--- config.mk ---
export PLATFORM = sky130hd
export DESIGN_NAME = imem_loader_flat
export DESIGN_NICKNAME = d
export VERILOG_FILES = /design/src/rtl/imem_loader_if.sv /design/src/rtl/imem_loader.sv /design/src/flat_wrapper.sv
export SDC_FILE = /design/constraint.sdc
export NUM_CORES = 1
export LEC_CHECK = 0
export ABC_CLOCK_PERIOD_IN_PS = 5900
export CAP_MARGIN = 0
export CORE_UTILIZATION = 30
export CTS_CLUSTER_DIAMETER = 50
export DETAILED_ROUTE_END_ITERATION = 12
export SETUP_SLACK_MARGIN = 0.2
export SLEW_MARGIN = 0
export SYNTH_ARGS = -nofsm -noshare
export SYNTH_HDL_FRONTEND = slang
export SYNTH_SLANG_ARGS = --single-unit
--- constraint.sdc ---
create_clock -name clk -period 5.9 [get_ports clk]
set_input_delay 1.77 -clock clk [delete_from_list [all_inputs] [get_ports clk]]
set_output_delay 1.77 -clock clk [all_outputs]
set_load 0.01 [all_outputs]
--- src/rtl/imem_loader_if.sv ---
`default_nettype none
// ============================================================================
//  Module   : imem_loader_if
//  Brief    : Byte-stream and instruction-memory write bundle for imem_loader.
//  Revision : 1.0
// ============================================================================
interface imem_loader_if #(
    parameter int ADDR_W = 7
);
    logic              start;
    logic [7:0]        in_data;
    logic              in_valid;
    logic              in_ready;
    logic              mem_we;
    logic [ADDR_W-1:0] mem_addr;
    logic [31:0]       mem_wdata;
    logic              busy;
    logic              done;
    logic              error;
    logic [15:0]       word_count;

    modport master (
        output start, in_data, in_valid,
        input  in_ready, mem_we, mem_addr, mem_wdata, busy, done, error, word_count
    );

    modport slave (
        input  start, in_data, in_valid,
        output in_ready, mem_we, mem_addr, mem_wdata, busy, done, error, word_count
    );
endinterface
`default_nettype wire

--- src/rtl/imem_loader.sv ---
`default_nettype none
// ============================================================================
//  Module   : imem_loader
//  Brief    : Length-prefixed byte stream to big-endian 32-bit instruction
//             words; optional trailing XOR checksum (IMEM_LOADER_CHECKSUM_EN).
//  Revision : 1.0
// ============================================================================
module imem_loader #(
    parameter int DEPTH  = 101,
    parameter int ADDR_W = 7
) (
    input  logic         clk,
    input  logic         rst,
    imem_loader_if.slave bus
);
    localparam logic [2:0] c_IDLE   = 3'd0;
    localparam logic [2:0] c_LEN_HI = 3'd1;
    localparam logic [2:0] c_LEN_LO = 3'd2;
    localparam logic [2:0] c_DATA   = 3'd3;
`ifdef IMEM_LOADER_CHECKSUM_EN
    localparam logic [2:0] c_CSUM   = 3'd4;
`endif
    localparam logic [2:0] c_DONE   = 3'd5;
    localparam logic [2:0] c_ERROR  = 3'd6;
    localparam logic [15:0] c_DEPTH = 16'(DEPTH);

    logic [2:0]        r_state;
    logic [7:0]        r_len_hi;
    logic [1:0]        r_cnt;
    logic [15:0]       r_idx;
    logic [23:0]       r_word;
    logic              r_fin;
    logic              r_in_ready;
    logic              r_mem_we;
    logic [ADDR_W-1:0] r_mem_addr;
    logic [31:0]       r_mem_wdata;
    logic              r_busy;
    logic              r_done;
    logic              r_error;
    logic [15:0]       r_word_count;
`ifdef IMEM_LOADER_CHECKSUM_EN
    logic [7:0]        r_csum;
`endif

    logic        w_take;
    logic [15:0] w_n;
    logic        w_last;

    assign w_take = r_in_ready & bus.in_valid;
    assign w_n    = {r_len_hi, bus.in_data};
    assign w_last = (r_idx == r_word_count - 16'd1);

    always_ff @(posedge clk) begin
        if (!rst) begin
            r_state      <= c_IDLE;
            r_len_hi     <= 8'd0;
            r_cnt        <= 2'd0;
            r_idx        <= 16'd0;
            r_word       <= 24'd0;
            r_fin        <= 1'b0;
            r_in_ready   <= 1'b0;
            r_mem_we     <= 1'b0;
            r_mem_addr   <= '0;
            r_mem_wdata  <= 32'd0;
            r_busy       <= 1'b0;
            r_done       <= 1'b0;
            r_error      <= 1'b0;
            r_word_count <= 16'd0;
`ifdef IMEM_LOADER_CHECKSUM_EN
            r_csum       <= 8'd0;
`endif
        end else begin
            r_mem_we <= 1'b0;
            // Successful finish without a checksum byte: busy covers the final
            // write cycle, then hands over to done on the following edge.
            if (r_fin) begin
                r_fin  <= 1'b0;
                r_busy <= 1'b0;
                r_done <= 1'b1;
            end
            case (r_state)
                c_IDLE, c_DONE, c_ERROR: begin
                    if (bus.start && !r_busy) begin
                        r_state    <= c_LEN_HI;
                        r_in_ready <= 1'b1;
                        r_busy     <= 1'b1;
                        r_done     <= 1'b0;
                        r_error    <= 1'b0;
                        r_cnt      <= 2'd0;
                        r_idx      <= 16'd0;
`ifdef IMEM_LOADER_CHECKSUM_EN
                        r_csum     <= 8'd0;
`endif
                    end
                end
                c_LEN_HI: begin
                    if (w_take) begin
                        r_len_hi <= bus.in_data;
                        r_state  <= c_LEN_LO;
                    end
                end
                c_LEN_LO: begin
                    if (w_take) begin
                        r_word_count <= w_n;
                        if (w_n == 16'd0) begin
`ifdef IMEM_LOADER_CHECKSUM_EN
                            r_state    <= c_CSUM;
`else
                            r_state    <= c_DONE;
                            r_in_ready <= 1'b0;
                            r_fin      <= 1'b1;
`endif
                        end else if (w_n > c_DEPTH) begin
                            r_state    <= c_ERROR;
                            r_in_ready <= 1'b0;
                            r_busy     <= 1'b0;
                            r_error    <= 1'b1;
                        end else begin
                            r_state <= c_DATA;
                        end
                    end
                end
                c_DATA: begin
                    if (w_take) begin
`ifdef IMEM_LOADER_CHECKSUM_EN
                        r_csum <= r_csum ^ bus.in_data;
`endif
                        r_cnt <= r_cnt + 2'd1;
                        if (r_cnt == 2'd3) begin
                            r_mem_we    <= 1'b1;
                            r_mem_addr  <= r_idx[ADDR_W-1:0];
                            r_mem_wdata <= {r_word, bus.in_data};
                            r_idx       <= r_idx + 16'd1;
                            if (w_last) begin
`ifdef IMEM_LOADER_CHECKSUM_EN
                                r_state    <= c_CSUM;
`else
                                r_state    <= c_DONE;
                                r_in_ready <= 1'b0;
                                r_fin      <= 1'b1;
`endif
                            end
                        end else begin
                            r_word <= {r_word[15:0], bus.in_data};
                        end
                    end
                end
`ifdef IMEM_LOADER_CHECKSUM_EN
                c_CSUM: begin
                    if (w_take) begin
                        r_in_ready <= 1'b0;
                        r_busy     <= 1'b0;
                        if (bus.in_data == r_csum) begin
                            r_state <= c_DONE;
                            r_done  <= 1'b1;
                        end else begin
                            r_state <= c_ERROR;
                            r_error <= 1'b1;
                        end
                    end
                end
`endif
                default: begin
                    r_state    <= c_IDLE;
                    r_in_ready <= 1'b0;
                    r_busy     <= 1'b0;
                end
            endcase
        end
    end

    assign bus.in_ready   = r_in_ready;
    assign bus.mem_we     = r_mem_we;
    assign bus.mem_addr   = r_mem_addr;
    assign bus.mem_wdata  = r_mem_wdata;
    assign bus.busy       = r_busy;
    assign bus.done       = r_done;
    assign bus.error      = r_error;
    assign bus.word_count = r_word_count;
endmodule
`default_nettype wire

--- src/flat_wrapper.sv ---
// flat-port wrapper written by rule: the top's interface ports become plain ports
module imem_loader_flat 
#(
    parameter int DEPTH  = 101,
    parameter int ADDR_W = 7
)
  (clk, rst, bus_start, bus_in_data, bus_in_valid, bus_in_ready, bus_mem_we, bus_mem_addr, bus_mem_wdata, bus_busy, bus_done, bus_error, bus_word_count);
  imem_loader_if #(.ADDR_W(ADDR_W)) bus_i ();
  input  logic clk;
  input  logic rst;
  input wire logic [$bits(bus_i.start)-1:0] bus_start;
  input wire logic [$bits(bus_i.in_data)-1:0] bus_in_data;
  input wire logic [$bits(bus_i.in_valid)-1:0] bus_in_valid;
  output wire logic [$bits(bus_i.in_ready)-1:0] bus_in_ready;
  output wire logic [$bits(bus_i.mem_we)-1:0] bus_mem_we;
  output wire logic [$bits(bus_i.mem_addr)-1:0] bus_mem_addr;
  output wire logic [$bits(bus_i.mem_wdata)-1:0] bus_mem_wdata;
  output wire logic [$bits(bus_i.busy)-1:0] bus_busy;
  output wire logic [$bits(bus_i.done)-1:0] bus_done;
  output wire logic [$bits(bus_i.error)-1:0] bus_error;
  output wire logic [$bits(bus_i.word_count)-1:0] bus_word_count;
  assign bus_i.start = bus_start;
  assign bus_i.in_data = bus_in_data;
  assign bus_i.in_valid = bus_in_valid;
  assign bus_in_ready = bus_i.in_ready;
  assign bus_mem_we = bus_i.mem_we;
  assign bus_mem_addr = bus_i.mem_addr;
  assign bus_mem_wdata = bus_i.mem_wdata;
  assign bus_busy = bus_i.busy;
  assign bus_done = bus_i.done;
  assign bus_error = bus_i.error;
  assign bus_word_count = bus_i.word_count;
  imem_loader #(.DEPTH(DEPTH), .ADDR_W(ADDR_W)) u_core (.clk(clk), .rst(rst), .bus(bus_i));
endmodule
**Word level (Yosys, flattened, before mapping)**

Cells that the tools add are included.

- Bits in registers: 114
- ROM bits: 0
- Input port bits: 12
- Memories: 0
- Bits in writable memories: 0
- Bits in latches: 0

- Shift operators: 0
- Eq/ne operators: 16
- Bitwise logic cells: 3
- Reduce and logical (&&, ||, !) cells: 18
- $lt $le $gt $ge: 1
- Add/subtract/negate cells: 3
- Div/mod/pow operators: 0
- Multiply operators: 0
- Muxes and demuxes: 45

Operators by type and width:

| cell | count |
|---|---|
| 16-bit two-way mux | 3 |
| 16-bit case mux with 2 select lines | 1 |
| 1-bit two-way mux | 25 |
| 3-bit two-way mux | 8 |
| 16-bit by 1-bit adder with 16-bit output (second input constant) | 1 |
| 16-bit == test | 1 |
| 16-bit by 7-bit > comparator with 1-bit output (second input constant) | 1 |
| 16-bit zero test | 1 |
| 16-bit by 1-bit subtractor with 16-bit output (second input constant) | 1 |
| 2-bit by 1-bit inequality test with 1-bit output (second input constant) | 7 |
| 3-bit case mux with 4 select lines | 1 |
| 3-bit AND reduction | 4 |
| 7-bit AND reduction | 1 |
| 3-bit by 2-bit == test with 1-bit output (second input constant) | 2 |
| 3-bit == test (second input constant) | 2 |
| 6-bit AND reduction | 1 |
| 5-bit AND reduction | 1 |
| 2-bit two-way mux | 2 |
| 1-bit case mux with 2 select lines | 2 |
| 1-bit case mux with 4 select lines | 1 |
| 2-bit case mux with 2 select lines | 1 |
| 2-bit AND reduction | 2 |
| 4-bit AND reduction | 1 |
| 2-bit nonzero test | 2 |
| other kinds (13) | 14 |

**Depth between registers and ports, before layout**

Gate-level depths: netlist of run 1.

- Depth in word-level cells: 6
- Depth in mapped cells: 10
- Depth with buffers taken out: 9

**Worst setup path after synthesis of run 1**

No wires, ideal clock.

- Kind: input -> register
- Start: in bus_start
- End: reg u_core.r_idx[6]
- Required time: 5772 ps
- Buffers on the path: 1
- Data arrival time: 3036 ps
- Slack: 2736 ps
- Stages: 8
- Library setup time: 128 ps
- Cell sequence: and4bb_2 a22oi_1 nand2_1 and3_1 clkbuf_1 nand4_1 xor2_1 nor2_1

- Word-level cells in the longest chain between the ends: 3

Ends and longest elaborated chain:

| what | line | RTL |
|---|---|---|
| from (decl) | flat_wrapper.sv:11 | `input wire logic [$bits(bus_i.start)-1:0] bus_start;` |
| 1-bit logical AND | imem_loader.sv:83 | `if (bus.start && !r_busy) begin` |
| 2-bit by 1-bit inequality test with 1-bit output (no source line) | n/a |  |
| 4-bit AND reduction (no source line) | n/a |  |
| to (signal assigned) | imem_loader.sv:133 | `r_idx <= r_idx + 16'd1;` |
| to (decl) | imem_loader.sv:30 | `logic [15:0] r_idx;` |

Every way passes these cells.
A chain may end at the register's enable or synchronous reset.

**Final worst setup path of run 1**

- Start: in bus_in_valid
- End: reg u_core.r_idx[11]

- Word-level cells in the longest chain between the ends: 3

Ends and longest elaborated chain:

| what | line | RTL |
|---|---|---|
| from (decl) | flat_wrapper.sv:13 | `input wire logic [$bits(bus_i.in_valid)-1:0] bus_in_valid;` |
| 1-bit AND | imem_loader.sv:49 | `assign w_take = r_in_ready & bus.in_valid;` |
| 2-bit by 1-bit inequality test with 1-bit output (no source line) | n/a |  |
| 4-bit AND reduction (no source line) | n/a |  |

Every way passes these cells.

==> reports/summary.txt, run 1 <==
RD Place Congestion -> 0.818
Post-synth EDFFs -> 0
Hold WS -> 0.464 ns
minimum clock period -> 3.73 ns
die area -> 17,600 sq um
CP Cell Sequence -> clkdlybuf4s50_1, and4b_1, nand3_1, buf_4, a211oi_2, nand2_1, or3_1, a21oi_1
Slowest cell on crit path -> clkdlybuf4s50_1
CTS tree -> built
most frequent cells in the layout -> 154 x nand2_1, 114 x dfxtp_1, 70 x clkdlybuf4s50_1, 64 x a21boi_0
setup bufs post-CTS -> 0
Die Ht -> 133 um
Yosys Warn Count -> 0
dpl ws -> 1.77 ns
worst-skew pair later-pin latency -> 0.41 ns
DRT antenna net count -> 0
Synth area leaders -> dfxtp_1 45%, nand2_1 11%, a21boi_0 9.4%
Max FO, Critical Path -> 44
Clock Skew -> 0.0118 ns
CTS H-tree depth -> 4
period utilisation layout -> 0.633
Tot GR Track Use -> 0.152
Vias/cell -> 4.87
synth unique cells -> 53
Post-DP HPWL -> 9120 um
I/O Pins -> 72
fin worst setup slack -> 2.17 ns
HP Start -> u_core.r_word[21]
finished layout cell area -> 6560 sq um
Core Area -> 16,600 sq um
antenna violations before repair -> 0
Synth Flop Type -> dfxtp_1
row count -> 47
area grow syn2layout -> 28.2%
RR Startpoint -> u_core.bus.word_count[0]
slowest stage delay, CP -> 0.56 ns
CP Capture Type -> flop
DRT Wirelength -> 13,000 um
max_cap viols -> 0
Remaining DRCs -> 0
status -> completed
Final #Nets -> 685
post-synthesis mux area share -> 0.0470
worst slew margin relative to its limit -> 0.205
setup TNS -> 0 ns
Worst setup SP type -> input pin
DR iter-0 viols -> 230
Synth Area in Simple Gates -> 0.255
Post-CTS Resized -> 0
final global-route overflow total -> 0
Post-synth ARST share -> 0
Tightest Hold Check Type -> flop to flop
Synth Area per Inst -> 8.37 sq um
Adder-Cell Fraction of Synth Area -> 0.00734
vias in the first global route -> 4,199
largest family of logic cells by synthesized area -> simple AND/OR/NAND/NOR gates
Synth Area in Compound Gates -> 0.157
Synth top area share -> 0.446
r2r setup slk -> 3.30 ns
P_leak -> 2.22 nW
clock root cell -> clkbuf_16
first-pass GRT wire length -> 21,400 um
Cell Area, Synth -> 5110 sq um
final-report max-slew violation count -> 0
VDD IR max -> 0.000212 V
Power per Cell Area -> 296 nW/um^2
share of cells above drive strength 1 -> 0.0645
critical path startpoint -> bus_in_valid
final setup violation count -> 0
clk slew on worst S/H paths -> 0.05 ns
Mapped Nets -> 626
Ant. Diodes -> 0
Starting Density -> 0.307
post-DR wirelength/cell -> 14.4 um
Critical Path RT -> 6.22 ns
most common cell after layout, fill and taps aside -> nand2_1
Seq cells post-synth -> 114
top cell type by total area after synthesis -> dfxtp_1
clock sinks -> 114
die width -> 133 um
xor-xnor portion of the synthesized cell area -> 0.0531
Hold-fix buffers, CTS -> 0
Cell Area, Placed -> 6000 sq um
Slew @ Worst Pin -> 1.19 ns
Max Clock Freq -> 268 MHz
RSZ-0062 raised after global routing -> no
WP data arrival -> 4.05 ns
Mapped Cells -> 611
TritonCTS Buffers -> 17
Final Hold Fails -> 0
number of I/O port buffers -> 71
Crit Path Category -> input pin to flop
largest net degree at the start of global routing -> 53
Seq/Total Area, Yosys -> 0.446
first-pass detailed-route iteration total -> 5
Total Power -> 1.94 mW
clk buf depth -> 2
via count -> 4,393
[cell type report]
| cell class | instances | area, sq um |
|---|---|---|
| Fill cell | 1640 | 10100 |
| Timing Repair Buffer | 76 | 743 |
| Sequential cell | 114 | 2280 |
| Multi-Input combinational cell | 453 | 2670 |
| Clock buffer | 26 | 509 |
| Inverter | 8 | 30.0 |
| Clock inverter | 5 | 50.0 |
| Tap cell | 220 | 275 |
[cells in the mapped netlist, types with 2 or more instances]
library cell / instances
dfxtp_1: 114
or4_1: 2
xnor2_1: 13
buf_2: 5
nand4_1: 4
clkbuf_1: 30
a22o_1: 2
nor4_2: 2
nand2b_1: 5
a21oi_1: 19
and2_1: 2
a221o_1: 2
nand2_1: 154
nand3_1: 13
nor2_1: 30
and3_1: 4
or3_1: 5
nor2b_1: 30
a22oi_1: 2
a21boi_0: 64
inv_1: 8
xor2_1: 18
nor4_1: 4
ha_1: 3
nand3b_1: 2
nor3_1: 10
mux2i_1: 24
o21ai_0: 13
a31oi_1: 3
[worst paths after layout]
check,cells past startpoint,to
max reg2reg,9,u_core.bus.in_ready
max,8,u_core.r_idx[11]
min reg2reg,2,u_core.bus.mem_wdata[29]
min,2,u_core.bus.mem_wdata[29]
[metal layers]
metal	GRT usage	part of all wire
met1	0.199	0.48
met2	0.244	0.47
met3	0.0291	0.038
met4	0.0658	0.016
met5	0	0
[power by group]
group	switching (mW)	internal, mW	leakage [nW]	total [mW]
Clock	0.329	0.629	0.280	0.958
Combinational	0.0957	0.0720	1.02	0.168
Sequential	0.0277	0.784	0.919	0.812
[sequential cells by signal, indices dropped and copies added, names as in the netlist, 2 cells and up]
signal,flops
u_core.bus.mem_wdata,32
u_core.r_word,24
u_core.bus.word_count,16
u_core.r_idx,16
u_core.r_len_hi,8
u_core.bus.mem_addr,7
u_core.r_state,3
u_core.r_cnt,2
[metrics by stage]
step	instances	utilization
3_3_place_gp	871	0.360
4_1_cts	902	0.394
2_1_floorplan	611	-
3_5_place_dp	871	0.360
5_1_grt	902	0.394
6_report	902	0.394
[worst max-delay path, delay by kind of cell]
family          cells  cell delay [ns]
simple gates        4             0.95
compound gates      2             0.45
buf+inv             2             0.87
[cell families (layout without fill, tap and decap cells)]
kind of cell | Yosys count | count (layout)
flip-flops | 114 | 114
multiplexers | 24 | 24
AND/OR/NAND/NOR | 279 | 279
XOR/XNOR | 31 | 31
adder cells (fa/ha/maj) | 3 | 3
buffers and inverters | 44 | 115
AO/OA/AOI/OAI | 116 | 116
(Power assumes the default switching activity.)
==> inputs of run 2 (changes only) <==
--- a/config.mk
+++ b/config.mk
@@ -5,7 +5,7 @@
 export SDC_FILE = /design/constraint.sdc
 export NUM_CORES = 1
 export LEC_CHECK = 0
-export ABC_CLOCK_PERIOD_IN_PS = 5900
+export ABC_CLOCK_PERIOD_IN_PS = 3900
 export CAP_MARGIN = 0
 export CORE_UTILIZATION = 30
 export CTS_CLUSTER_DIAMETER = 50
==> constraint.sdc (replaced) <==
create_clock -name clk -period 3.9 [get_ports clk]
set_input_delay 1.17 -clock clk [delete_from_list [all_inputs] [get_ports clk]]
set_output_delay 1.17 -clock clk [all_outputs]
set_load 0.01 [all_outputs]
==> reports/summary.txt, run 2 (synthesis gave the netlist of run 1 again) <==
status -> completed
final-report max-slew violation count -> 0
via count -> 4,381
number of I/O port buffers -> 71
Crit Reg-Reg Endpoint -> u_core.bus.in_ready
final setup violation count -> 0
power share of the clock group -> 0.499
DR iter-0 viols -> 261
Power per Cell Area -> 449 nW/um^2
first-pass detailed-route iteration total -> 5
Hold WS -> 0.459 ns
Critical Path RT -> 4.22 ns
clk slew on worst S/H paths -> 0.05 ns
Crit Path Category -> input pin to flop
DRT Wirelength -> 13,400 um
CTS tree -> built
worst hold path cell count -> 2
Pint -> 2.25 mW
# fillers -> 1,666
clk buf depth -> 2
Final Util -> 0.396
setup bufs post-CTS -> 0
largest net degree at the start of global routing -> 80
vias in the first global route -> 4,260
Max FO, Critical Path -> 7
max_cap viols -> 0
die width -> 133 um
dpl ws -> 0.633 ns
P_leak -> 2.23 nW
Switching Fraction -> 0.238
post-DR wirelength/cell -> 14.9 um
r2r worst-path depth -> 9
most frequent cells in the layout -> 154 x nand2_1, 114 x dfxtp_1, 70 x clkdlybuf4s50_1, 64 x a21boi_0
Hold-fix buffers, CTS -> 0
Die Ht -> 133 um
first-pass GRT wire length -> 21,700 um
most common cell after layout, fill and taps aside -> nand2_1
Remaining DRCs -> 0
antenna violations before repair -> 0
register area -> 2280 sq um
clock root cell -> clkbuf_16
I/O Pins -> 72
HP Start -> u_core.bus.mem_addr[4]
Final Hold Fails -> 0
share of cells above drive strength 1 -> 0.0716
hold endpoint -> u_core.bus.mem_addr[4]
part of the power in registers -> 0.415
Ant. Diodes -> 0
row count -> 47
Post-DP HPWL -> 9330 um
Comb power frac -> 0.086
TritonCTS Buffers -> 17
final global-route overflow total -> 0
RSZ-0062 raised after global routing -> no
RD Place Congestion -> 0.861
setup TNS -> 0 ns
Tot GR Track Use -> 0.157
fin worst setup slack -> 1.02 ns
Max Clock Freq -> 347 MHz
area of the multi-input gates -> 2670 sq um
Starting Density -> 0.307
Clock Skew -> 0.00868 ns
Core Area -> 16,600 sq um
worst-skew pair later-pin latency -> 0.41 ns
die area -> 17,600 sq um
CTS H-tree depth -> 4
Worst setup SP type -> input pin
r2r setup slk -> 1.41 ns
max reg flops -> 32
minimum clock period -> 2.88 ns
DRT antenna net count -> 0
Vias/cell -> 4.85
VDD IR max -> 0.000277 V
CP Capture Type -> flop
clock sinks -> 114
Tightest Hold Check Type -> flop to flop
sw power -> 706 uW
RR Startpoint -> u_core.bus.word_count[0]
Final #Nets -> 687
worst slew margin relative to its limit -> 0.599
Slew @ Worst Pin -> 0.602 ns
Post-CTS Resized -> 0
area grow syn2layout -> 28.9%
period utilisation layout -> 0.738
WP data arrival -> 3.20 ns
run 2: cell types whose count changed in the layout (fill, tap and decap cells not counted), sizes merged:
cell | previous run | this run
clkbuf | 26 | 20
clkinvlp | 0 | 3
buf | 6 | 8
clkinv | 4 | 6
bufinv | 1 | 2
run 2: cell type report:
| type | count | share of cell area |
|---|---|---|
| sequential | 114 | 0.346 |
| inverter | 8 | 0.00455 |
| tap | 220 | 0.0417 |
| clock inverter | 11 | 0.0171 |
| clock buffer | 20 | 0.0693 |
| timing repair buffer | 78 | 0.117 |
| multi-input combinational | 453 | 0.404 |
run 2: power groups by stage:
| stage | clock [mW] | combinational, mW | sequential (mW) |
|---|---|---|---|
| 2_1_floorplan | 0 | 0.195 | 1.23 |
| 3_3_place_gp | 0 | 0.248 | 1.25 |
| 3_5_place_dp | 0 | 0.253 | 1.25 |
| 4_1_cts | 1.51 | 0.255 | 1.23 |
| 5_1_grt | 1.56 | 0.282 | 1.23 |
| 6_report | 1.48 | 0.256 | 1.23 |
run 2: worst max path at each step:
| stage | start | to | slack [ns] |
|---|---|---|---|
| floorplan | bus_start | u_core.r_idx[6] | 1.34 |
| global placement | bus_start | u_core.r_idx[13] | 0.69 |
| detailed placement | bus_start | u_core.r_idx[11] | 0.63 |
| CTS | bus_start | u_core.r_idx[9] | 1.04 |
| global route | bus_start | u_core.r_idx[9] | 0.88 |
| finish | bus_start | u_core.r_idx[13] | 1.02 |
run 2: metal layers:
| metal | routed length (um) | vias up | GRT usage |
|---|---|---|---|
| li1 | - | 2179 | - |
| met1 | 6240 | 2064 | 0.197 |
| met2 | 6210 | 118 | 0.251 |
| met3 | 686 | 20 | 0.0383 |
| met4 | 296 | 0 | 0.0779 |
| met5 | 0 | - | 0 |
run 2: per-stage QoR:
step                total power [mW]  area, sq um  cells
floorplan                       1.42         5110    611
global placement                1.50         6020    873
detailed placement              1.50         6020    873
CTS                             2.99         6590    904
global route                    3.07         6590    904
finish                          2.96         6590    904
run 2: worst max-delay path, cell delays in order:
cell and delay (ns):
clkdlybuf4s50_1 0.49, nor3b_1 0.27, a22oi_1 0.25, a211oi_2 0.34, nand2_1 0.18, or3_1 0.34
a21oi_1 0.17
